===== src/rtl/mem_master_pkg.sv =====
// Shared types and defaults for the mem_master request initiator.
// The request timeout is built only when MEM_MASTER_TIMEOUT_EN is defined.
package mem_master_pkg;

    localparam int DEF_ADDR_W = 32;
    localparam int DEF_DATA_W = 32;

    typedef enum logic [1:0] {
        IDLE = 2'd0,
        REQ  = 2'd1,
        RSP  = 2'd2,
        GAP  = 2'd3
    } state_t;

    typedef struct packed {
        logic                  wr;
        logic [DEF_ADDR_W-1:0] addr;
        logic [DEF_DATA_W-1:0] wdata;
    } cmd_t;

    typedef struct packed {
        logic                  err;
        logic [DEF_DATA_W-1:0] rdata;
    } rsp_t;

    // Bits needed to hold a count of max_count (at least one bit).
    function automatic int cnt_width(input int max_count);
        return (max_count < 1) ? 1 : $clog2(max_count + 1);
    endfunction

endpackage


===== src/rtl/mem_master_timer.sv =====
// Loadable saturating down-counter; last_s flags that the current edge is
// the final one of the loaded interval (count at one or already exhausted).
module mem_master_timer #(
    parameter int W = 8
) (
    input  logic         clk,
    input  logic         rst_n,
    input  logic         load,
    input  logic [W-1:0] load_val,
    input  logic         dec,
    output logic         last_s
);
    logic [W-1:0] count_r;

    // Count register: load wins over decrement, decrement stops at zero.
    always_ff @(posedge clk or negedge rst_n) begin
        if (!rst_n) begin
            count_r <= {W{1'b0}};
        end else if (load) begin
            count_r <= load_val;
        end else if (dec && (count_r != {W{1'b0}})) begin
            count_r <= count_r - W'(1);
        end else begin
            count_r <= count_r;
        end
    end

    assign last_s = (count_r <= W'(1));

endmodule


===== src/rtl/mem_master.sv =====
// Single-outstanding memory request initiator with held response port.
// Define MEM_MASTER_TIMEOUT_EN to abandon requests that see no ack.
module mem_master
    import mem_master_pkg::*;
#(
    parameter int ADDR_W         = DEF_ADDR_W,
    parameter int DATA_W         = DEF_DATA_W,
    parameter int GAP_CYCLES     = 1,
    parameter int TIMEOUT_CYCLES = 255
) (
    input  logic              clk,
    input  logic              reset,
    input  logic              cmd_valid,
    output logic              cmd_ready,
    input  logic              cmd_wr,
    input  logic [ADDR_W-1:0] cmd_addr,
    input  logic [DATA_W-1:0] cmd_wdata,
    output logic              rsp_valid,
    input  logic              rsp_ready,
    output logic [DATA_W-1:0] rsp_rdata,
    output logic              rsp_err,
    output logic              mem_req_valid,
    output logic              mem_rd_wr,
    output logic [ADDR_W-1:0] mem_rd_addr,
    output logic [ADDR_W-1:0] mem_wr_addr,
    output logic [DATA_W-1:0] mem_wr_data,
    input  logic              mem_ack,
    input  logic [DATA_W-1:0] mem_rd_data
);
    localparam int GAP_W = cnt_width(GAP_CYCLES);

    state_t            state_r, state_s;
    logic              accept_s, ack_take_s, tmo_s, rsp_done_s;
    logic              gap_load_s, gap_dec_s, gap_last_s, tmo_exp_s;
    logic              req_valid_r, rd_wr_r, rsp_valid_r, rsp_err_r;
    logic [ADDR_W-1:0] addr_r;
    logic [DATA_W-1:0] wdata_r, rdata_r;

    // Gap timer starts when the request drops, so RSP cycles count toward it.
    mem_master_timer #(.W(GAP_W)) u_gap_timer (
        .clk      (clk),
        .rst_n    (reset),
        .load     (gap_load_s),
        .load_val (GAP_W'(GAP_CYCLES)),
        .dec      (gap_dec_s),
        .last_s   (gap_last_s)
    );

`ifdef MEM_MASTER_TIMEOUT_EN
    localparam int TMO_W = cnt_width(TIMEOUT_CYCLES);
    mem_master_timer #(.W(TMO_W)) u_tmo_timer (
        .clk      (clk),
        .rst_n    (reset),
        .load     (accept_s),
        .load_val (TMO_W'(TIMEOUT_CYCLES)),
        .dec      (state_r == REQ),
        .last_s   (tmo_exp_s)
    );
`else
    assign tmo_exp_s = 1'b0;
`endif

    // State register.
    always_ff @(posedge clk or negedge reset) begin
        if (!reset) begin
            state_r <= IDLE;
        end else begin
            state_r <= state_s;
        end
    end

    // Next-state and per-cycle control strobes; ack beats a same-cycle timeout.
    always_comb begin
        state_s    = state_r;
        accept_s   = 1'b0;
        ack_take_s = 1'b0;
        tmo_s      = 1'b0;
        rsp_done_s = 1'b0;
        gap_load_s = 1'b0;
        gap_dec_s  = 1'b0;
        case (state_r)
            IDLE: begin
                if (cmd_valid) begin
                    accept_s = 1'b1;
                    state_s  = REQ;
                end else begin
                    state_s  = IDLE;
                end
            end
            REQ: begin
                if (mem_ack) begin
                    ack_take_s = 1'b1;
                    gap_load_s = 1'b1;
                    state_s    = RSP;
                end else if (tmo_exp_s) begin
                    tmo_s      = 1'b1;
                    gap_load_s = 1'b1;
                    state_s    = RSP;
                end else begin
                    state_s    = REQ;
                end
            end
            RSP: begin
                gap_dec_s = 1'b1;
                if (rsp_ready) begin
                    rsp_done_s = 1'b1;
                    state_s    = gap_last_s ? IDLE : GAP;
                end else begin
                    state_s    = RSP;
                end
            end
            GAP: begin
                gap_dec_s = 1'b1;
                if (gap_last_s) begin
                    state_s = IDLE;
                end else begin
                    state_s = GAP;
                end
            end
            default: begin
                state_s = IDLE;
            end
        endcase
    end

    // Request and response registers; all held unless a strobe fires.
    always_ff @(posedge clk or negedge reset) begin
        if (!reset) begin
            req_valid_r <= 1'b0;
            rd_wr_r     <= 1'b0;
            addr_r      <= {ADDR_W{1'b0}};
            wdata_r     <= {DATA_W{1'b0}};
            rsp_valid_r <= 1'b0;
            rdata_r     <= {DATA_W{1'b0}};
            rsp_err_r   <= 1'b0;
        end else begin
            if (accept_s) begin
                req_valid_r <= 1'b1;
                rd_wr_r     <= cmd_wr;
                addr_r      <= cmd_addr;
                wdata_r     <= cmd_wdata;
            end else if (ack_take_s || tmo_s) begin
                req_valid_r <= 1'b0;
            end

            if (ack_take_s) begin
                rsp_valid_r <= 1'b1;
                rdata_r     <= rd_wr_r ? {DATA_W{1'b0}} : mem_rd_data;
                rsp_err_r   <= 1'b0;
            end else if (tmo_s) begin
                rsp_valid_r <= 1'b1;
                rdata_r     <= {DATA_W{1'b0}};
                rsp_err_r   <= 1'b1;
            end else if (rsp_done_s) begin
                rsp_valid_r <= 1'b0;
            end
        end
    end

    assign cmd_ready     = (state_r == IDLE);
    assign mem_req_valid = req_valid_r;
    assign mem_rd_wr     = rd_wr_r;
    assign mem_rd_addr   = addr_r;
    assign mem_wr_addr   = addr_r;
    assign mem_wr_data   = wdata_r;
    assign rsp_valid     = rsp_valid_r;
    assign rsp_rdata     = rdata_r;
    assign rsp_err       = rsp_err_r;

endmodule


===== config.mk =====
export PLATFORM = sky130hd
export DESIGN_NAME = mem_master
export DESIGN_NICKNAME = d
export VERILOG_FILES = /design/src/rtl/mem_master_pkg.sv /design/src/rtl/mem_master_timer.sv /design/src/rtl/mem_master.sv
export SDC_FILE = /design/constraint.sdc
export NUM_CORES = 1
export LEC_CHECK = 0
export ABC_AREA = 1
export CAP_MARGIN = 20
export CORE_MARGIN = 4
export CORE_UTILIZATION = 40
export CTS_CLUSTER_SIZE = 12
export DETAILED_ROUTE_END_ITERATION = 6
export PLACE_DENSITY_LB_ADDON = 0.05
export REMOVE_ABC_BUFFERS = 1
export SLEW_MARGIN = 0
export SYNTH_ARGS = -nofsm -noshare
export SYNTH_HDL_FRONTEND = slang
export SYNTH_SLANG_ARGS = --single-unit

===== constraint.sdc =====
create_clock -name clk -period 1.2 [get_ports clk]
set_input_delay 0.24 -clock clk [delete_from_list [all_inputs] [get_ports clk]]
set_output_delay 0.24 -clock clk [all_outputs]
set_load 0.05 [all_outputs]

==> parameters.txt, run 1 <==
Parameter                              Value

Synthesis
  Cells after Synth ... 540
  Cell types with the largest area share after synthesis ... sky130_fd_sc_hd__dfrtp_1 (56%), sky130_fd_sc_hd__nand2_1 (17%), sky130_fd_sc_hd__nand3_1 (11%), sky130_fd_sc_hd__buf_4 (6.7%), sky130_fd_sc_hd__inv_1 (2.8%)
  Library cell occupying the most area in the post-synthesis netlist ... sky130_fd_sc_hd__dfrtp_1
  Yosys warnings ... 0
  Cell area after synthesis ... 0.00450 mm2
  Share of the yosys chip area belonging to registers ... 56.1%
  Mean instance size in the synthesized netlist ... 8.34 um2
  Number of storage elements in the synthesis netlist ... 101
  Number of unique standard cell types used by synthesis ... 15
  Area share of the largest cell type after synthesis ... 56.1%

Clock network
  Maximum count of clock buffers along a single path ... 2
  Clk sinks ... 101
  Root buffer selected by CTS ... sky130_fd_sc_hd__clkbuf_16
  Clock H-tree levels ... 3
  TritonCTS Buffers ... 9
  Clock-pin slew reported for the worst setup and hold paths after clock tree synthesis ... 0.07 ns
  TritonCTS clock tree ... yes
  Insertion delay of the later-clocked pin in the worst-skew pair ... 0.33 ns

Placement
  Instance area after placement ... 0.00813 mm2
  Count of buffers inserted at the top-level ports ... 233
  Half-perimeter wire length after detailed placement ... 11.1 mm
  Worst setup slack before clock tree synthesis ... -0.124 ns
  Routability Congestion ... 0.773

Layout
  Antenna Cells ... 0
  Final cell area excluding filler cells ... 0.00885 mm2
  Sequential cell area ... 0.00257 mm2
  Layout overhead on the synthesized area ... 96.5%
  Most frequent standard cell in the layout excluding fill and tap cells ... sky130_fd_sc_hd__nand2_1
  Commonest cells after routing, fill and taps aside ... sky130_fd_sc_hd__nand2_1 (200), sky130_fd_sc_hd__buf_12 (142), sky130_fd_sc_hd__clkdlybuf4s50_1 (99)
  Post-layout utilization of the core ... 80.9%
  Layout cell share with drive strength beyond 1 ... 29.7%
  Number of fill cells ... 656
  Area used by multi-input combinational logic ... 0.00145 mm2
  Nets ... 859

Detailed routing
  Total wirelength of the detailed-routed design ... 15.7 mm
  DRT iter0 DRCs ... 306
  Via/cell ratio ... 4.91
  Detail Route Antenna Nets ... 0
  First-pass DRT Iterations ... 7
  Total number of vias ... 4,428
  Remaining design rule violation count ... 0
  DR WL/cell ... 17.4 um

Critical path
  Top Family by Delay on Critical Path ... flip-flops
  Critical path type ... flop to output port
  Worst setup SP type ... flop
  Worst-path fanout max ... 2
  Buf/Inv on CP ... 2
  Crit. End Element ... output port
  Critical path, cell by cell ... nor2_4 -> buf_12 -> buf_12
  Worst-path cell with the longest stage delay ... sky130_fd_sc_hd__dfrtp_1
  Required time reported for the critical path endpoint ... 0.96 ns
  CP dominant cell by count ... sky130_fd_sc_hd__buf_12
  Arrival time of the worst setup path ... 1.17 ns
  Longest individual stage delay on the worst path ... 0.42 ns

STA
  Final worst path period share ... 117%
  Pins Over Slew Limit ... 0
  Crit path setup slack, layout ... -0.207 ns
  WHS ... 0.386 ns
  Final count of negative-setup-slack endpoints ... 103
  Crit path time final ... 1.41 ns
  Final worst clock skew ... 0.00962 ns
  Hold Fails Final Rpt ... 0
  Max frequency ... 711 MHz
  RSZ-0062 raised after global routing ... true

Pwr
  Switching Fraction ... 46.3%
  Leakage power summed over all cells ... 4.36 nW
  Internal power ... 17.0 mW
  Switching Power ... 14.7 mW
  Proportion of power drawn by the clock network ... 9.9%
  Portion of total power attributed to combinational logic ... 67.2%
  Proportion of power drawn by flip-flops and latches ... 22.9%
  Total Power ... 31.7 mW
  Largest vdd supply drop ... 2860 uV
  Power density normalized to cell area ... 3580 mW/mm2

Floorplan
  Die boundary width ... 114 um
  Die boundary height ... 114 um
  Number of cell rows ... 38
  Starting density of the core ... 41.2%
  Number of top-level design ports ... 235
  Placeable core area ... 0.0109 mm2
  Die area ... 0.0130 mm2

Status
  Run status ... finished, violations left
  Failing checks ... setup timing

Global route
  Global-route wire length before repair ... 23.9 mm
  Overflow after GRT ... 0
  Met3 Track Usage GR ... 8.77%
  Global Route met1 Usage ... 27.1%
  Gr usage total ... 23.3%
  Antenna violations before repair ... 1
  Most heavily used metal layer in global routing ... met2
  Pin count of the biggest net entering global routing ... 37
  Number of global-route vias before repair ... 4,484
  Grt met2 use ... 40.5%

Flow run
  Max-capacitance violation count ... 0

Worst hold path
  Class of the most critical hold timing path ... input pin to asynchronous set/reset pin
## power groups by stage
stage | clock network (mW) | logic [mW] | registers [mW]
floorplan | 0 | 2.16 | 13.5
global placement | 0 | 19.9 | 7.08
detailed placement | 0 | 20.2 | 7.18
CTS | 3.18 | 20.7 | 7.27
global route | 3.37 | 22.1 | 7.46
finish | 3.13 | 21.3 | 7.25
## final timing paths
path,start,endpoint,slack (ns),cells after the start
setup / recovery,state_r[0]$_DFF_PN0_,cmd_ready,-0.21,3
hold / removal,reset,mem_wr_data[24]$_DFFE_PN0P_,0.39,2
setup reg to reg,state_r[0]$_DFF_PN0_,mem_wr_data[1]$_DFFE_PN0P_,-0.17,7
hold reg to reg,mem_wr_data[12]$_DFFE_PN0P_,mem_wr_data[12]$_DFFE_PN0P_,0.53,2
max in group asynchronous,reset,mem_rd_addr[20]$_DFFE_PN0P_,0.29,3
min in group clk,cmd_valid,mem_req_valid$_DFFE_PN0P_,0.45,4
## area by class of cell
cell class	count	share of cell area, %
well taps	140	1.98
repair buffers	273	47.4
flip-flops and latches	101	29.0
multi-input cells	338	16.4
inverters	34	1.44
clock buffers	11	2.74
clock inverters	5	0.948
## what timing repair did
item / CTS / global route
resized for setup: 38 / 14
hold buffers: 1 / 0
endpoints found under the setup margin: 108 / 166
gates cloned: 1 / 9
pin swaps: 2 / 1
setup buffers: 6 / 2
hold endpoints to repair: 21 / 0
## per-stage QoR
stage | TNS [ns] | cells
final | -9.30 | 902
after global routing | -17.27 | 902
after CTS | -7.30 | 892
after detailed placement | -3.94 | 868
after global placement | -2.53 | 868
after floorplan | -161.77 | 472
## cell usage after synthesis
cell type / instances
sky130_fd_sc_hd__o21ai_0: 2
sky130_fd_sc_hd__buf_2: 12
sky130_fd_sc_hd__nand3_1: 98
sky130_fd_sc_hd__nand3_2: 1
sky130_fd_sc_hd__inv_1: 34
sky130_fd_sc_hd__nor2_1: 32
sky130_fd_sc_hd__buf_1: 5
sky130_fd_sc_hd__buf_4: 40
sky130_fd_sc_hd__dfrtp_1: 101
sky130_fd_sc_hd__clkbuf_1: 8
sky130_fd_sc_hd__nand2_2: 1
sky130_fd_sc_hd__nand2_1: 200
sky130_fd_sc_hd__buf_6: 3
sky130_fd_sc_hd__nor2_2: 2
sky130_fd_sc_hd__conb_1: 1
## cells by family after synthesis
kind of cell / after synthesis / share of synthesized area [%]
AO/OA/AOI/OAI: 2 / 0.222
buffers and inverters: 102 / 12.7
flip-flops: 101 / 56.1
other: 1 / 0.0833
AND/OR/NAND/NOR: 334 / 30.9
## flip-flops by register name, indices dropped and copies added (netlist names)
signal / flops
rsp_rdata: 32
mem_wr_data: 32
state_r: 2
mem_rd_wr: 1
mem_rd_addr: 32
mem_req_valid: 1
rsp_valid: 1
## routing by layer
layer / share of wire [%] / routed length (um) / vias up
met5: 0.13 / 20 / -
li1: - / - / 2073
met3: 9.8 / 1550 / 22
met2: 52 / 8120 / 190
met1: 36 / 5670 / 2141
met4: 2.2 / 345 / 2
(Power assumes the default switching activity.)
==> run 2, diff against run 1 <==
Settings changed: ABC_AREA 1 to unset, SYNTH_HIERARCHICAL set to 1.
==> parameters.txt, run 2 <==
Parameter                              Value

Detailed routing
  Total number of vias ... 3,401
  Total wirelength of the detailed-routed design ... 14.1 mm
  Remaining design rule violation count ... 0
  Via/cell ratio ... 4.61
  Detail Route Antenna Nets ... 0
  First-pass DRT Iterations ... 4
  DRT iter0 DRCs ... 86
  DR WL/cell ... 19.1 um

STA
  WHS ... 0.272 ns
  Final worst clock skew ... 0.00575 ns
  Crit path setup slack, layout ... -0.341 ns
  Final worst path period share ... 128%
  RSZ-0062 raised after global routing ... true
  Final count of negative-setup-slack endpoints ... 170
  Pins Over Slew Limit ... 0
  Hold Fails Final Rpt ... 0
  Crit path time final ... 1.54 ns
  Max frequency ... 649 MHz

Global route
  Gr usage total ... 21.9%
  Pin count of the biggest net entering global routing ... 45
  Number of global-route vias before repair ... 3,747
  Global-route wire length before repair ... 21.5 mm
  Overflow after GRT ... 0
  Antenna violations before repair ... 0

Status
  Run status ... finished, violations left
  Failing checks ... setup timing

Worst hold path
  Class of the most critical hold timing path ... input pin to asynchronous set/reset pin

Critical path
  Required time reported for the critical path endpoint ... 1.45 ns
  Worst-path fanout max ... 8
  Worst setup SP type ... flop
  Reg2Reg Launch Point ... state_r[1]$_DFF_PN0_
  Arrival time of the worst setup path ... 1.79 ns
  Crit. End Element ... flop
  R2R setup slack ... -0.34 ns
  R2R depth ... 6
  End of the worst register-to-register path ... mem_rd_addr[6]$_DFFE_PN0P_
  Critical path type ... flop to flop

Synthesis
  Mean instance size in the synthesized netlist ... 13.4 um2
  Yosys warnings ... 6
  Cell area after synthesis ... 0.00448 mm2
  Cells after Synth ... 335

Layout
  Most frequent standard cell in the layout excluding fill and tap cells ... sky130_fd_sc_hd__buf_12
  Nets ... 695
  Layout cell share with drive strength beyond 1 ... 52.4%
  Layout overhead on the synthesized area ... 98.6%
  Antenna Cells ... 0
  Commonest cells after routing, fill and taps aside ... sky130_fd_sc_hd__buf_12 (140), sky130_fd_sc_hd__clkdlybuf4s50_1 (100), sky130_fd_sc_hd__dfrtp_1 (69)

Clock network
  TritonCTS Buffers ... 9
  Maximum count of clock buffers along a single path ... 2
  Insertion delay of the later-clocked pin in the worst-skew pair ... 0.37 ns
  Clock-pin slew reported for the worst setup and hold paths after clock tree synthesis ... 0.09 ns
  Clk sinks ... 101
  Clock H-tree levels ... 3
  TritonCTS clock tree ... yes
  Root buffer selected by CTS ... sky130_fd_sc_hd__clkbuf_8

Floorplan
  Die area ... 0.0130 mm2
  Die boundary width ... 114 um
  Number of top-level design ports ... 235
  Placeable core area ... 0.0109 mm2
  Die boundary height ... 114 um
  Number of cell rows ... 38
  Starting density of the core ... 41.2%

Placement
  Half-perimeter wire length after detailed placement ... 9.84 mm
  Worst setup slack before clock tree synthesis ... -0.642 ns
  Routability Congestion ... 0.773
  Count of buffers inserted at the top-level ports ... 233

Flow run
  Max-capacitance violation count ... 0
run 2: worst max-delay path, stage by stage (launching register included):
cell and delay (ns):
sky130_fd_sc_hd__dfrtp_1 0.42, sky130_fd_sc_hd__nor2b_4 0.13, sky130_fd_sc_hd__nor2b_4 0.20, sky130_fd_sc_hd__buf_6 0.12
sky130_fd_sc_hd__buf_6 0.12, sky130_fd_sc_hd__buf_16 0.14, sky130_fd_sc_hd__mux2_4 0.30
run 2: stage by stage:
| stage | util, % | cells | cell area (um2) | setup TNS, ns |
|---|---|---|---|---|
| 4_1_cts | 81.5 | 733 | 8880 | -29.62 |
| 6_report | 81.8 | 737 | 8900 | -26.81 |
| 3_3_place_gp | 73.7 | 670 | 8030 | -44.13 |
| 3_5_place_dp | 73.7 | 670 | 8030 | -45.77 |
| 5_1_grt | 81.8 | 737 | 8900 | -37.36 |
| 2_1_floorplan | - | 283 | 4040 | -115.95 |
run 2: area by class of cell:
type | count | area [um2]
Clock inverter | 1 | 30.0
Clock buffer | 14 | 163
Inverter | 3 | 11.3
Fill cell | 595 | 1990
Sequential cell | 101 | 2570
Tap cell | 140 | 175
Multi-Input combinational cell | 179 | 1570
Timing Repair Buffer | 299 | 4380
run 2: worst max-delay path by stage:
stage | start | end | slack (ns) | cells past startpoint
6_report | state_r[1]$_DFF_PN0_ | mem_rd_addr[6]$_DFFE_PN0P_ | -0.34 | 6
5_1_grt | state_r[1]$_DFF_PN0_ | mem_wr_data[30]$_DFFE_PN0P_ | -0.41 | 6
4_1_cts | state_r[1]$_DFF_PN0_ | mem_wr_data[19]$_DFFE_PN0P_ | -0.34 | 6
3_5_place_dp | cmd_valid | mem_wr_data[1]$_DFFE_PN0P_ | -0.64 | 5
3_3_place_gp | cmd_valid | mem_wr_data[11]$_DFFE_PN0P_ | -0.62 | 5
2_1_floorplan | state_r[1]$_DFF_PN0_ | mem_rd_addr[31]$_DFFE_PN0P_ | -1.40 | 3
run 2: metal layers:
layer / wire length [um] / track usage (%)
met5: 0 / 0
met4: 268 / 7.84
met1: 5650 / 25.7
met2: 7030 / 38.1
met3: 1160 / 6.37
run 2: timing repair:
| item | CTS | global route |
|---|---|---|
| hold endpoints to repair | 14 | 0 |
| buffers inserted | 41 | 8 |
| setup endpoints to repair | 228 | 230 |
| cloned | 6 | 0 |
| hold buffers | 1 | 0 |
| pin swaps | 0 | 0 |
| gates resized for setup | 81 | 17 |
Power of run 2 is not shown: default switching activity piles up to over one toggle a cycle in this logic, so the estimate is an artifact.
